`config.mk`:
```
export PLATFORM = sky130hd
export DESIGN_NAME = w_rom_reader
export DESIGN_NICKNAME = d
export VERILOG_FILES = /design/src/rtl/w_rom_pkg.sv /design/src/rtl/w_rom_skid_fifo.sv /design/src/rtl/w_rom_reader.sv
export SDC_FILE = /design/constraint.sdc
export NUM_CORES = 1
export LEC_CHECK = 0
export CAP_MARGIN = 30
export CORE_ASPECT_RATIO = 0.5
export CORE_MARGIN = 1.5
export CORE_UTILIZATION = 59
export DETAILED_ROUTE_END_ITERATION = 8
export PLACE_DENSITY = 0.95
export RECOVER_POWER = 25
export SETUP_SLACK_MARGIN = 0.15
export SYNTH_ARGS = -nofsm -noshare
export SYNTH_HDL_FRONTEND = slang
export SYNTH_SLANG_ARGS = --single-unit
```
`constraint.sdc`:
```
create_clock -name clk -period 8.95 [get_ports clk]
set_clock_uncertainty 0.15 [all_clocks]
set_input_delay 2.685 -clock clk [delete_from_list [all_inputs] [get_ports clk]]
set_output_delay 2.685 -clock clk [all_outputs]
set_load 0.03 [all_outputs]
```
`src/rtl/w_rom_pkg.sv`:
```
// Shared types and constants for the weight-ROM read path.
package w_rom_pkg;

   localparam int W_ROM_DEPTH      = 1152;
   localparam int W_ROM_WIDTH      = 32;
   localparam int W_ROM_RD_LATENCY = 1;

   typedef enum logic [1:0] {
      IDLE  = 2'd0,
      FETCH = 2'd1,
      DRAIN = 2'd2,
      FIN   = 2'd3
   } w_rom_state_e;

endpackage

```
`src/rtl/w_rom_skid_fifo.sv`:
```
// Small synchronous FIFO that absorbs ROM responses while the consumer stalls.
module w_rom_skid_fifo #(
   parameter int WIDTH = 32,
   parameter int DEPTH = 2,
   parameter int CNT_W = $clog2(DEPTH + 1)
) (
   input  logic             clk,
   input  logic             rst,
   input  logic             push,
   input  logic [WIDTH-1:0] push_data,
   input  logic             pop,
   output logic [WIDTH-1:0] pop_data,
   output logic             full,
   output logic             empty,
   output logic [CNT_W-1:0] count
);

   localparam int PTR_W = (DEPTH > 1) ? $clog2(DEPTH) : 1;

   logic [WIDTH-1:0] mem_r [DEPTH];
   logic [PTR_W-1:0] wr_ptr_r;
   logic [PTR_W-1:0] rd_ptr_r;
   logic [CNT_W-1:0] count_r;
   logic             push_ok_s;
   logic             pop_ok_s;

   function automatic logic [PTR_W-1:0] ptr_inc(input logic [PTR_W-1:0] p);
      logic [PTR_W-1:0] r;
      if (p == PTR_W'(DEPTH - 1)) begin
         r = '0;
      end else begin
         r = p + PTR_W'(1);
      end
      return r;
   endfunction

   assign full      = (count_r == CNT_W'(DEPTH));
   assign empty     = (count_r == '0);
   assign count     = count_r;
   assign pop_data  = mem_r[rd_ptr_r];
   // A push into a full FIFO is still legal when the head leaves in the same cycle.
   assign push_ok_s = push & (~full | pop);
   assign pop_ok_s  = pop & ~empty;

   // Storage, pointers and occupancy.
   always_ff @(posedge clk or posedge rst) begin
      if (rst) begin
         for (int i = 0; i < DEPTH; i++) begin
            mem_r[i] <= '0;
         end
         wr_ptr_r <= '0;
         rd_ptr_r <= '0;
         count_r  <= '0;
      end else begin
         if (push_ok_s) begin
            mem_r[wr_ptr_r] <= push_data;
            wr_ptr_r        <= ptr_inc(wr_ptr_r);
         end
         if (pop_ok_s) begin
            rd_ptr_r <= ptr_inc(rd_ptr_r);
         end
         case ({push_ok_s, pop_ok_s})
            2'b10:   count_r <= count_r + CNT_W'(1);
            2'b01:   count_r <= count_r - CNT_W'(1);
            default: count_r <= count_r;
         endcase
      end
   end

endmodule

```
`src/rtl/w_rom_reader.sv`:
```
// Burst read sequencer for the weight ROM: issues reads under a credit limit and
// streams the returned words to the PE array over valid/ready.
module w_rom_reader
   import w_rom_pkg::*;
#(
   parameter int DATA_WIDTH = W_ROM_WIDTH,
   parameter int DATA_DEPTH = W_ROM_DEPTH,
   parameter int ADDR_W     = $clog2(DATA_DEPTH),
   parameter int LEN_W      = $clog2(DATA_DEPTH) + 1
) (
   input  logic                  clk,
   input  logic                  rst,
   input  logic                  start,
   input  logic [ADDR_W-1:0]     base_addr,
   input  logic [LEN_W-1:0]      burst_len,
   output logic                  busy,
   output logic                  done,
   output logic                  rom_cen_b,
   output logic [ADDR_W-1:0]     rom_addr,
   input  logic [DATA_WIDTH-1:0] rom_q,
   output logic [DATA_WIDTH-1:0] out_data,
   output logic                  out_valid,
   input  logic                  out_ready
);

   // One buffer slot per in-flight read plus the head keeps full rate under backpressure.
   localparam int SKID_DEPTH = W_ROM_RD_LATENCY + 1;
   localparam int CNT_W      = $clog2(SKID_DEPTH + 1);
   localparam int OCC_W      = CNT_W + 1;

   w_rom_state_e      state_r;
   w_rom_state_e      state_nxt_s;
   logic [LEN_W-1:0]  len_r;
   logic [LEN_W-1:0]  issue_cnt_r;
   logic [LEN_W-1:0]  acc_cnt_r;
   logic [LEN_W-1:0]  issue_total_s;
   logic [LEN_W-1:0]  acc_total_s;
   logic [ADDR_W-1:0] next_addr_r;
   logic [ADDR_W-1:0] last_addr_r;
   logic [ADDR_W-1:0] cur_addr_s;
   logic              pend_r;
   logic              issue_s;
   logic              pop_s;
   logic              credit_ok_s;
   logic              fifo_full_s;
   logic              fifo_empty_s;
   logic [CNT_W-1:0]  fifo_count_s;
   logic [OCC_W-1:0]  occ_s;

   function automatic logic [ADDR_W-1:0] addr_inc(input logic [ADDR_W-1:0] a);
      logic [ADDR_W:0] sum;
      sum = {1'b0, a} + (ADDR_W + 1)'(1);
      if (sum >= (ADDR_W + 1)'(DATA_DEPTH)) begin
         sum = sum - (ADDR_W + 1)'(DATA_DEPTH);
      end else begin
         sum = sum;
      end
      return sum[ADDR_W-1:0];
   endfunction

   assign out_valid     = ~fifo_empty_s;
   assign pop_s         = out_valid & out_ready;
   // Words held or in flight after this cycle's transfer; one more read must still fit.
   assign occ_s         = OCC_W'(fifo_count_s) + OCC_W'(pend_r) - OCC_W'(pop_s);
   assign credit_ok_s   = (occ_s < OCC_W'(SKID_DEPTH)) & ~(fifo_full_s & ~pop_s);
   assign cur_addr_s    = (state_r == IDLE) ? base_addr : next_addr_r;
   assign issue_total_s = issue_cnt_r + LEN_W'(issue_s);
   assign acc_total_s   = acc_cnt_r + LEN_W'(pop_s);

   // FSM state register.
   always_ff @(posedge clk or posedge rst) begin
      if (rst) begin
         state_r <= IDLE;
      end else begin
         state_r <= state_nxt_s;
      end
   end

   // FSM next-state decode.
   always_comb begin
      state_nxt_s = state_r;
      case (state_r)
         IDLE: begin
            if (start) begin
               state_nxt_s = (burst_len == '0) ? FIN : FETCH;
            end else begin
               state_nxt_s = IDLE;
            end
         end
         FETCH: begin
            if (issue_total_s == len_r) begin
               state_nxt_s = DRAIN;
            end else begin
               state_nxt_s = FETCH;
            end
         end
         DRAIN: begin
            if (acc_total_s == len_r) begin
               state_nxt_s = FIN;
            end else begin
               state_nxt_s = DRAIN;
            end
         end
         FIN:     state_nxt_s = IDLE;
         default: state_nxt_s = IDLE;
      endcase
   end

   // FSM outputs; the first read goes out in the start cycle to meet the 2-cycle latency.
   always_comb begin
      issue_s = 1'b0;
      busy    = 1'b0;
      done    = 1'b0;
      case (state_r)
         IDLE: begin
            issue_s = start & (burst_len != '0) & credit_ok_s;
         end
         FETCH: begin
            busy    = 1'b1;
            issue_s = (issue_cnt_r < len_r) & credit_ok_s;
         end
         DRAIN: begin
            busy = 1'b1;
         end
         FIN: begin
            busy = 1'b1;
            done = 1'b1;
         end
         default: begin
            issue_s = 1'b0;
         end
      endcase
      rom_cen_b = ~issue_s;
      rom_addr  = issue_s ? cur_addr_s : last_addr_r;
   end

   // Burst bookkeeping: length, issue/accept counters, address walk, in-flight flag.
   always_ff @(posedge clk or posedge rst) begin
      if (rst) begin
         len_r       <= '0;
         issue_cnt_r <= '0;
         acc_cnt_r   <= '0;
         next_addr_r <= '0;
         last_addr_r <= '0;
         pend_r      <= 1'b0;
      end else begin
         pend_r <= issue_s;
         if (issue_s) begin
            next_addr_r <= addr_inc(cur_addr_s);
            last_addr_r <= cur_addr_s;
         end
         if (state_r == IDLE) begin
            if (start) begin
               len_r <= burst_len;
            end
            issue_cnt_r <= LEN_W'(issue_s);
            acc_cnt_r   <= '0;
         end else begin
            issue_cnt_r <= issue_total_s;
            acc_cnt_r   <= acc_total_s;
         end
      end
   end

   w_rom_skid_fifo #(
      .WIDTH (DATA_WIDTH),
      .DEPTH (SKID_DEPTH),
      .CNT_W (CNT_W)
   ) u_skid (
      .clk       (clk),
      .rst       (rst),
      .push      (pend_r),
      .push_data (rom_q),
      .pop       (pop_s),
      .pop_data  (out_data),
      .full      (fifo_full_s),
      .empty     (fifo_empty_s),
      .count     (fifo_count_s)
   );

endmodule

```
======== Yosys cells after proc, flatten, opt, wreduce, memory -nomap -nowiden ========
Index checks and enable logic that the tools add are counted.
word-level totals
  flip-flop bits (word level) ............. 129
  bits in latches ......................... 0
  bits in writable memories ............... 0
  bits in read-only memories .............. 0
  input port bits ......................... 59
  output and inout bits ................... 47
  logic and storage cells ................. 82
  memories ................................ 0
operators by class
  add/sub/neg operators ................... 10
  multiply operators ...................... 0
  divide/modulo/power cells ............... 0
  order comparisons ....................... 6
  equal/unequal tests ..................... 8
  shifts and indexed selects .............. 0
  mux-type cells .......................... 22
  bitwise logic cells ..................... 16
  reductions and logical operators ........ 8
operator list
  kind                    number
  $mux 32                 4
  $bwmux 64               1
  $mux 11                 3
  $demux 32 s1            1
  $add 12x1->12           2
  $eq 12x12->1            2
  $mux 12                 2
  $add 11x1->12 const B   1
  $ge 12x11->1 const B    1
  $logic_not 12->1        1
  $lt 12x12->1            1
  $reduce_bool 12->1      1
  $sub 11x11->11 const B  1
  $and 1x1->1             8
  $eq 2x2->1 const B      4
  $pmux 2 s4              1
  $mux 2                  3
  $mux 1                  5
  $not 1->1               5
  $eq 2x1->1 const B      2
  $ge 2x2->1 const B      2
  $logic_not 2->1         2
  $not 1->2               2
  $pmux 2 s2              1
  other kinds (13)        14

======== Longest topological paths before layout ========
Gate-level depths: netlist of run 1.
  word-level depth ........................ 13
  gate-level depth with buffers ........... 17
  mapped depth without buffers ............ 17

======== Cells and area by module ========
From an unflattened synthesis of run 1, not the netlist that was laid out.
second synthesis, totals
  cell total of the unflattened synthesis .. 645
  area, all modules ....................... 7111.8 µm²
modules (own cells, without submodules)
  module           instances  cells each  area an instance (µm²)
  w_rom_reader     1          455         4070.2
  w_rom_skid_fifo  1          190         3041.7

======== Worst setup path before layout of run 1 ========
No wires, ideal clock.
  path kind ............................... input-to-output
  start point ............................. input out_ready
  end point ............................... output rom_addr[10]
  arrival ................................. 5.072 ns
  data required time ...................... 6.115 ns
  setup slack ............................. 1.043 ns
  stages .................................. 10
  path buffers ............................ 1
  cells stage by stage .................... nand2_1 nor2_1 o21ai_0 fa_1 o21ai_0 o2111ai_1 a21oi_2 inv_2 clkbuf_1 o21ai_0
between the ends
  word-level cells in the longest chain between the ends .. 8
RTL lines
  what                                                 line                                      source
  from (decl)                                          w_rom_reader.sv:23                        input logic out_ready
  $and 1x1->1 *                                        w_rom_reader.sv:62                        assign pop_s = out_valid & out_ready;
  branches (longest 3 deep; another with $sub 3x1->3)  n/a
  $and 1x1->1 *                                        w_rom_reader.sv:65                        assign credit_ok_s = (occ_s < OCC_W'(SKID_DEPTH)) & ~(fifo_full_s & ~pop_s);
  $and 1x1->1 (on tied branches)                       w_rom_reader.sv:120, w_rom_reader.sv:116
  $pmux 1 s2 *                                         w_rom_reader.sv:114                       case (state_r)
  via issue_s                                          w_rom_reader.sv:42                        logic issue_s;
  $mux 11 *                                            n/a
  to (decl)                                            w_rom_reader.sv:19                        output logic [ADDR_W-1:0] rom_addr,
Mark *: on every way through the listed nets, which the timed path passes.

======== Final worst setup path of run 1 ========
  start point ............................. input out_ready
  end point ............................... output rom_cen_b
between the ends
  word-level cells in the longest chain between the ends .. 8
RTL lines
  what                                                 line                                      source
  $and 1x1->1 *                                        w_rom_reader.sv:62
  branches (longest 3 deep; another with $sub 3x1->3)  n/a
  $and 1x1->1 *                                        w_rom_reader.sv:65
  $and 1x1->1 (on tied branches)                       w_rom_reader.sv:120, w_rom_reader.sv:116
  $pmux 1 s2 *                                         w_rom_reader.sv:114
  via issue_s                                          w_rom_reader.sv:42
  $not 1->1 *                                          w_rom_reader.sv:133                       rom_cen_b = ~issue_s;
  to (decl)                                            w_rom_reader.sv:18                        output logic rom_cen_b,
Marked as above.

==> out/qor.yml, run 1 <==
portBuffers: 105
syn_avg_cell_area_um2: 11.0
end_kind: "primary output"
die_w_um: 156
relSlewSlack_pct: -71.1
synth_top_family_by_area: "multiplexers"
ys.flop_type: "dfrtp_1"
synth_top_area_share_pct: 46.9
cpMostUsedCell: "o21ai_0"
setup_viol: 0
dieArea_mm2: 0.0124
wire_per_inst_um: 19.2
pin_count: 106
clkLatencyLatePin_ns: 0.41
finalInstanceArea_mm2: 0.00870
start_kind: "input port"
grt_util_all_layers_pct: 29.4
core.rowCount: 27
critPathArrivalTime_ns: 5.82
fin_util_pct: 77.8
via_count: 5406
cts_made_buffers: 17
synth_xor_area_share_pct: 7.01
dpl_cell_area_mm2: 0.00807
synth_enable_flop_cells: 0
clock_path_buffers: 2
path_clk_slew_ns: 0.06
layout.nets: 811
synth_most_common_cell: "dfrtp_1"
fin_cells: 904
netlist_area_mm2: 0.00689
violations: "max-capacitance violations, max-slew violations"
worst_slew_pin_slew_ns: 2.55
fin_setup_tns_ns: 0
cts_root_buf: "clkbuf_16"
syn_nets: 704
cts_tree: "built"
fin_crit_sh_pct: 96.7
die_y_um: 79.4
async_flop_share_pct: 100
ys_ff_latch: 129
vdd_drop_max_mv: 0.240
grt_pass1_wl_mm: 28.0
hp-class: "flip-flop to flip-flop"
post-route-min-period_ns: 8.65
cts_sinks: 129
dp_hpwl_mm: 11.0
overflow: 0
synth_compound_gate_area_share_pct: 9.27
fmax_ghz: 0.116
outcome: "finished with violations"
core_mm2: 0.0112
rsz0062_at_grt: "false"
hold_viol_final: 0
first_global_vias: 5471
drc_errors: 0
drt_wl_total_mm: 17.4
cp_slowest_cell: "clkdlybuf4s50_1"
power.leakage_uw: 0.00374
diodes: 0
yosysWarnings: 0
critPathMaxStageDelay_ns: 0.71
cp.required_ns: 6.12
postRouteAntennaNets: 0
yosys.area_share.simple_pct: 11.8
critPathMaxFanout: 21
max-cap-violations: 1
htreeDepth: 4
worstPathCellList: "dlygate4sd3_1, nand2_1, nor2_1, o21ai_0, fa_1, o211ai_1, o21ai_0, o2111ai_1, a21oi_4, buf_12, inv_4, clkdlybuf4s50_1"
synth_seq_area_share_pct: 46.9
firstDrtPassIters: 5
syn2layout_area_growth_pct: 26.3
gp_congestion: 0.932
synth_cell_type_count: 60
grt_max_degree: 73
start_util_pct: 61.6
place_inst: 869
synth_area_leader_cell: "dfrtp_1"
synthAdderAreaFrac_pct: 3.74
antenna_found_initial: 0
drt-initial-drc-count: 403
synth_area_leaders: "dfrtp_1, mux2_2, xnor2_1"
crit_type: "input port to primary output"
synthMuxAreaShare_pct: 18.4
synth_common_cells: "dfrtp_1, mux2_2, nand2_1"
slew_viol_final: 59
drive_above_1_share_pct: 22.6
syn-instance-count: 625
viasPerCell: 5.98
power.density_mw_per_mm2: 398
[flip-flops by register name, summed over array words and instances, names as in the netlist, 2 cells and up]
name and count:
u_skid.count 2, acc_cnt_r 12, next_addr_r 11, state_r 2, len_r 12, last_addr_r 11, issue_cnt_r 12, u_skid.mem_r 64
[stage by stage]
step	power, uW	setup WS [ns]	hold WS (ns)
after floorplan	2150	1.04	0.318
after global placement	2610	0.371	0.306
after detailed placement	2700	0.156	0.318
after CTS	3430	0.165	0.333
after global routing	3640	0.149	0.360
final	3470	0.298	0.330
[layout make-up]
type / instances / area, um2
Multi-Input combinational cell: 446 / 3470
Tap cell: 159 / 199
Fill cell: 614 / 2480
Inverter: 22 / 86.3
Sequential cell: 129 / 3230
Timing Repair Buffer: 116 / 1130
Clock buffer: 18 / 429
Clock inverter: 14 / 153
[logic make-up after synthesis]
group           after synthesis
xor+xnor                     52
mux                         114
fa+ha+maj                    20
flops                       129
compound gates               92
simple gates                168
buf+inv                      50
[repair_timing]
action / in CTS / in global routing
endpoints found under the setup margin: 2 / 7
resized for setup: 1 / 5
endpoints found under the hold margin: 0 / 0
buffers inserted: 0 / 3
hold buffers: 0 / 0
[routing by layer]
metal | up-vias | GRT usage, % | part of all wire, %
met3 | 48 | 7.27 | 8.1
met5 | - | 0 | 0
li1 | 2427 | - | -
met2 | 267 | 51.2 | 49
met4 | 0 | 12.9 | 2.6
met1 | 2664 | 35.2 | 40
[critical path: cells and delay by family]
| family | cells | cell delay, ns |
|---|---|---|
| AND/OR/NAND/NOR | 2 | 0.32 |
| AO/OA/AOI/OAI | 5 | 0.70 |
| adder cells (fa/ha/maj) | 1 | 0.41 |
| buffers and inverters | 4 | 1.70 |
[cell usage in the layout, fill, tap and decap left out, types with 5 or more instances in the layout]
cell type	Yosys	routed
and2_1	12	11
nor2_1	42	40
buf_4	0	17
mux2_2	101	101
xor2_1	18	18
o21ai_0	35	35
nand2_1	58	58
nand3_1	11	11
clkbuf_16	0	17
o211ai_1	5	5
mux2i_1	13	13
xnor2_1	32	32
a21oi_1	11	11
ha_1	19	19
nor3_1	12	12
inv_1	21	20
nor4_1	6	6
a31oi_1	5	5
dfrtp_1	129	129
clkdlybuf4s50_1	0	91
[power by group]
part,internal (uW),total [uW],switching (uW),leakage [uW]
sequential,834,1020,188,0.00160
combinational,803,1760,956,0.00186
clock,414,684,270,0.000279
total,2050,3470,1410,0.00374
[worst paths after layout]
kind,cells past startpoint,slack [ns],startpoint,end
max in group asynchronous,3,3.59,rst,u_skid.mem_r[27]
min in group asynchronous,2,3.28,rst,u_skid.mem_r[56]
min,1,0.33,u_skid.rd_ptr_r,u_skid.rd_ptr_r
max reg2reg,17,4.11,len_r[9],state_r[0]
min reg2reg,1,0.33,u_skid.rd_ptr_r,u_skid.rd_ptr_r
max,12,0.30,out_ready,rom_cen_b
Note: power is estimated with default switching activity, not from simulation.
==> inputs of run 2 (changes only) <==
--- a/config.mk
+++ b/config.mk
@@ -5,10 +5,12 @@
 export SDC_FILE = /design/constraint.sdc
 export NUM_CORES = 1
 export LEC_CHECK = 0
-export CAP_MARGIN = 30
+export CAP_MARGIN = 25
+export CELL_PAD_IN_SITES_DETAIL_PLACEMENT = 1
+export CELL_PAD_IN_SITES_GLOBAL_PLACEMENT = 2
 export CORE_ASPECT_RATIO = 0.5
 export CORE_MARGIN = 1.5
-export CORE_UTILIZATION = 59
+export CORE_UTILIZATION = 38
 export DETAILED_ROUTE_END_ITERATION = 8
 export PLACE_DENSITY = 0.95
 export RECOVER_POWER = 25
==> run 2 against run 1 <==
Compared with the run above: utilization is 28 points lower; cell count increased by 8.4%; non-clock buffer count is 1 higher; the run ends with design-rule violations, max-capacitance violations, max-slew violations left; die area grew 54%; sequential power hardly changed; routed wire length increased by 5.2%; flip-flop and latch count unchanged; clock power shrank 2%; design area rose by 0.76%; register-to-register slack improved by 0.19 ns; largest power group unchanged; hold slack gained 0.012 ns; via count shrank 3.2%.
==> out/qor.yml, run 2 (synthesis results as in run 1) <==
fin_util_pct: 49.9
core_mm2: 0.0176
largest_reg_flops: 64
wire_per_inst_um: 18.7
seqPwrFrac_pct: 29.8
hold_buffers: 0
pwr-share-clk_pct: 19.5
gp_congestion: 0.790
layout.nets: 812
syn2layout_area_growth_pct: 27.3
top_register: "u_skid.mem_r"
hp-class: "flip-flop to flip-flop"
violations: "design-rule violations, max-capacitance violations, max-slew violations"
cts_made_buffers: 17
drc_errors: 9
clkLatencyLatePin_ns: 0.42
htreeDepth: 4
slew_viol_final: 61
clock_path_buffers: 2
grt_max_degree: 71
setup_viol: 0
relSlewSlack_pct: -83.7
critPathArrivalTime_ns: 5.73
overflow: 0
start_util_pct: 39.2
cts_tree: "built"
layout.area.seq_mm2: 0.00323
dieArea_mm2: 0.0190
p_sw_uw: 1410
p_int_uw: 2010
crit_type: "input port to primary output"
max-cap-violations: 1
final_common_cell: "dfrtp_1"
start_kind: "input port"
dp_hpwl_mm: 12.8
path_clk_slew_ns: 0.06
hold_viol_final: 0
via_count: 5231
firstDrtPassIters: 6
die_y_um: 98.2
multi_input_area_mm2: 0.00347
fmax_ghz: 0.117
first_global_vias: 5835
viasPerCell: 5.34
core.rowCount: 34
antenna_found_initial: 0
cts_root_buf: "clkbuf_16"
diodes: 0
fin_crit_sh_pct: 95.7
rsz0062_at_grt: "false"
worst_slew_pin_slew_ns: 2.74
drive_above_1_share_pct: 22.8
drt-initial-drc-count: 187
outcome: "finished with violations"
swShare_pct: 41.2
combPwrFrac_pct: 50.7
power.leakage_uw: 0.00374
critPathMaxFanout: 19
drt_wl_total_mm: 18.3
fin_setup_tns_ns: 0
pin_count: 106
post-route-min-period_ns: 8.56
n_fill_cell: 1917
cts_sinks: 129
die_w_um: 193
vdd_drop_max_mv: 0.174
grt_pass1_wl_mm: 30.5
postRouteAntennaNets: 0
portBuffers: 105
grt_util_all_layers_pct: 20.3
power.density_mw_per_mm2: 390
rrSetupSlack_ns: 4.30
final_cell_mix: "dfrtp_1, mux2_2, clkdlybuf4s50_1"
cp.required_ns: 6.12
end_kind: "primary output"
run 2: timing repair:
item | CTS | global route
endpoints found under the setup margin | 2 | 7
resized for setup | 1 | 4
setup buffers | 0 | 3
pin swaps | 0 | 0
cloned | 0 | 0
hold endpoints to repair | 0 | 0
run 2: cell type report:
cell class	count	area share [%]
Multi-Input combinational cell	446	39.6
Sequential cell	129	36.8
Timing Repair Buffer	117	12.9
Clock buffer	17	4.85
Tap cell	234	3.34
Clock inverter	15	1.53
Inverter	22	0.956
run 2: critical path, stage by stage:
cell and delay [ns]:
dlygate4sd3_1 0.67, nand2_1 0.09, nor2_1 0.18, o21ai_0 0.15, fa_1 0.40, o21ai_0 0.18, o2111ai_1 0.24, a21oi_4 0.31
buf_4 0.17, inv_2 0.13, o21ai_0 0.29, buf_4 0.22
run 2: power by group through the flow:
stage	clock network [uW]	logic (uW)	registers, uW
2_1_floorplan	0	1200	945
6_report	667	1730	1020
3_5_place_dp	0	1710	1030
4_1_cts	682	1740	1020
3_3_place_gp	0	1660	1000
5_1_grt	703	1870	1060
run 2: routing by layer:
metal	up-vias	GRT usage (%)	routed length, um
li1	2428	-	-
met1	2691	25.5	8170
met2	93	35.7	9220
met3	19	4.04	660
met4	0	6.18	230
met5	-	0	0
run 2: stage by stage:
stage | power (uW) | hold slack [ns] | setup WS, ns | cell area, um2 | std cells
after floorplan | 2150 | 0.318 | 1.04 | 6890 | 625
after global placement | 2670 | 0.328 | 0.290 | 8170 | 945
after detailed placement | 2740 | 0.336 | 0.134 | 8170 | 945
after CTS | 3440 | 0.350 | 0.203 | 8740 | 977
after global routing | 3630 | 0.368 | 0.0777 | 8760 | 980
final | 3420 | 0.342 | 0.388 | 8760 | 980
run 2: final timing paths:
path                                startpoint          endpoint  cells past startpoint
worst max-delay path                 out_ready       rom_addr[3]                     12
worst min-delay path            last_addr_r[1]    last_addr_r[1]                      1
worst max register to register        len_r[9]        state_r[0]                     17
worst min register to register  last_addr_r[1]    last_addr_r[1]                      1
max in group asynchronous                  rst  u_skid.mem_r[41]                      3
min in group asynchronous                  rst    last_addr_r[8]                      2
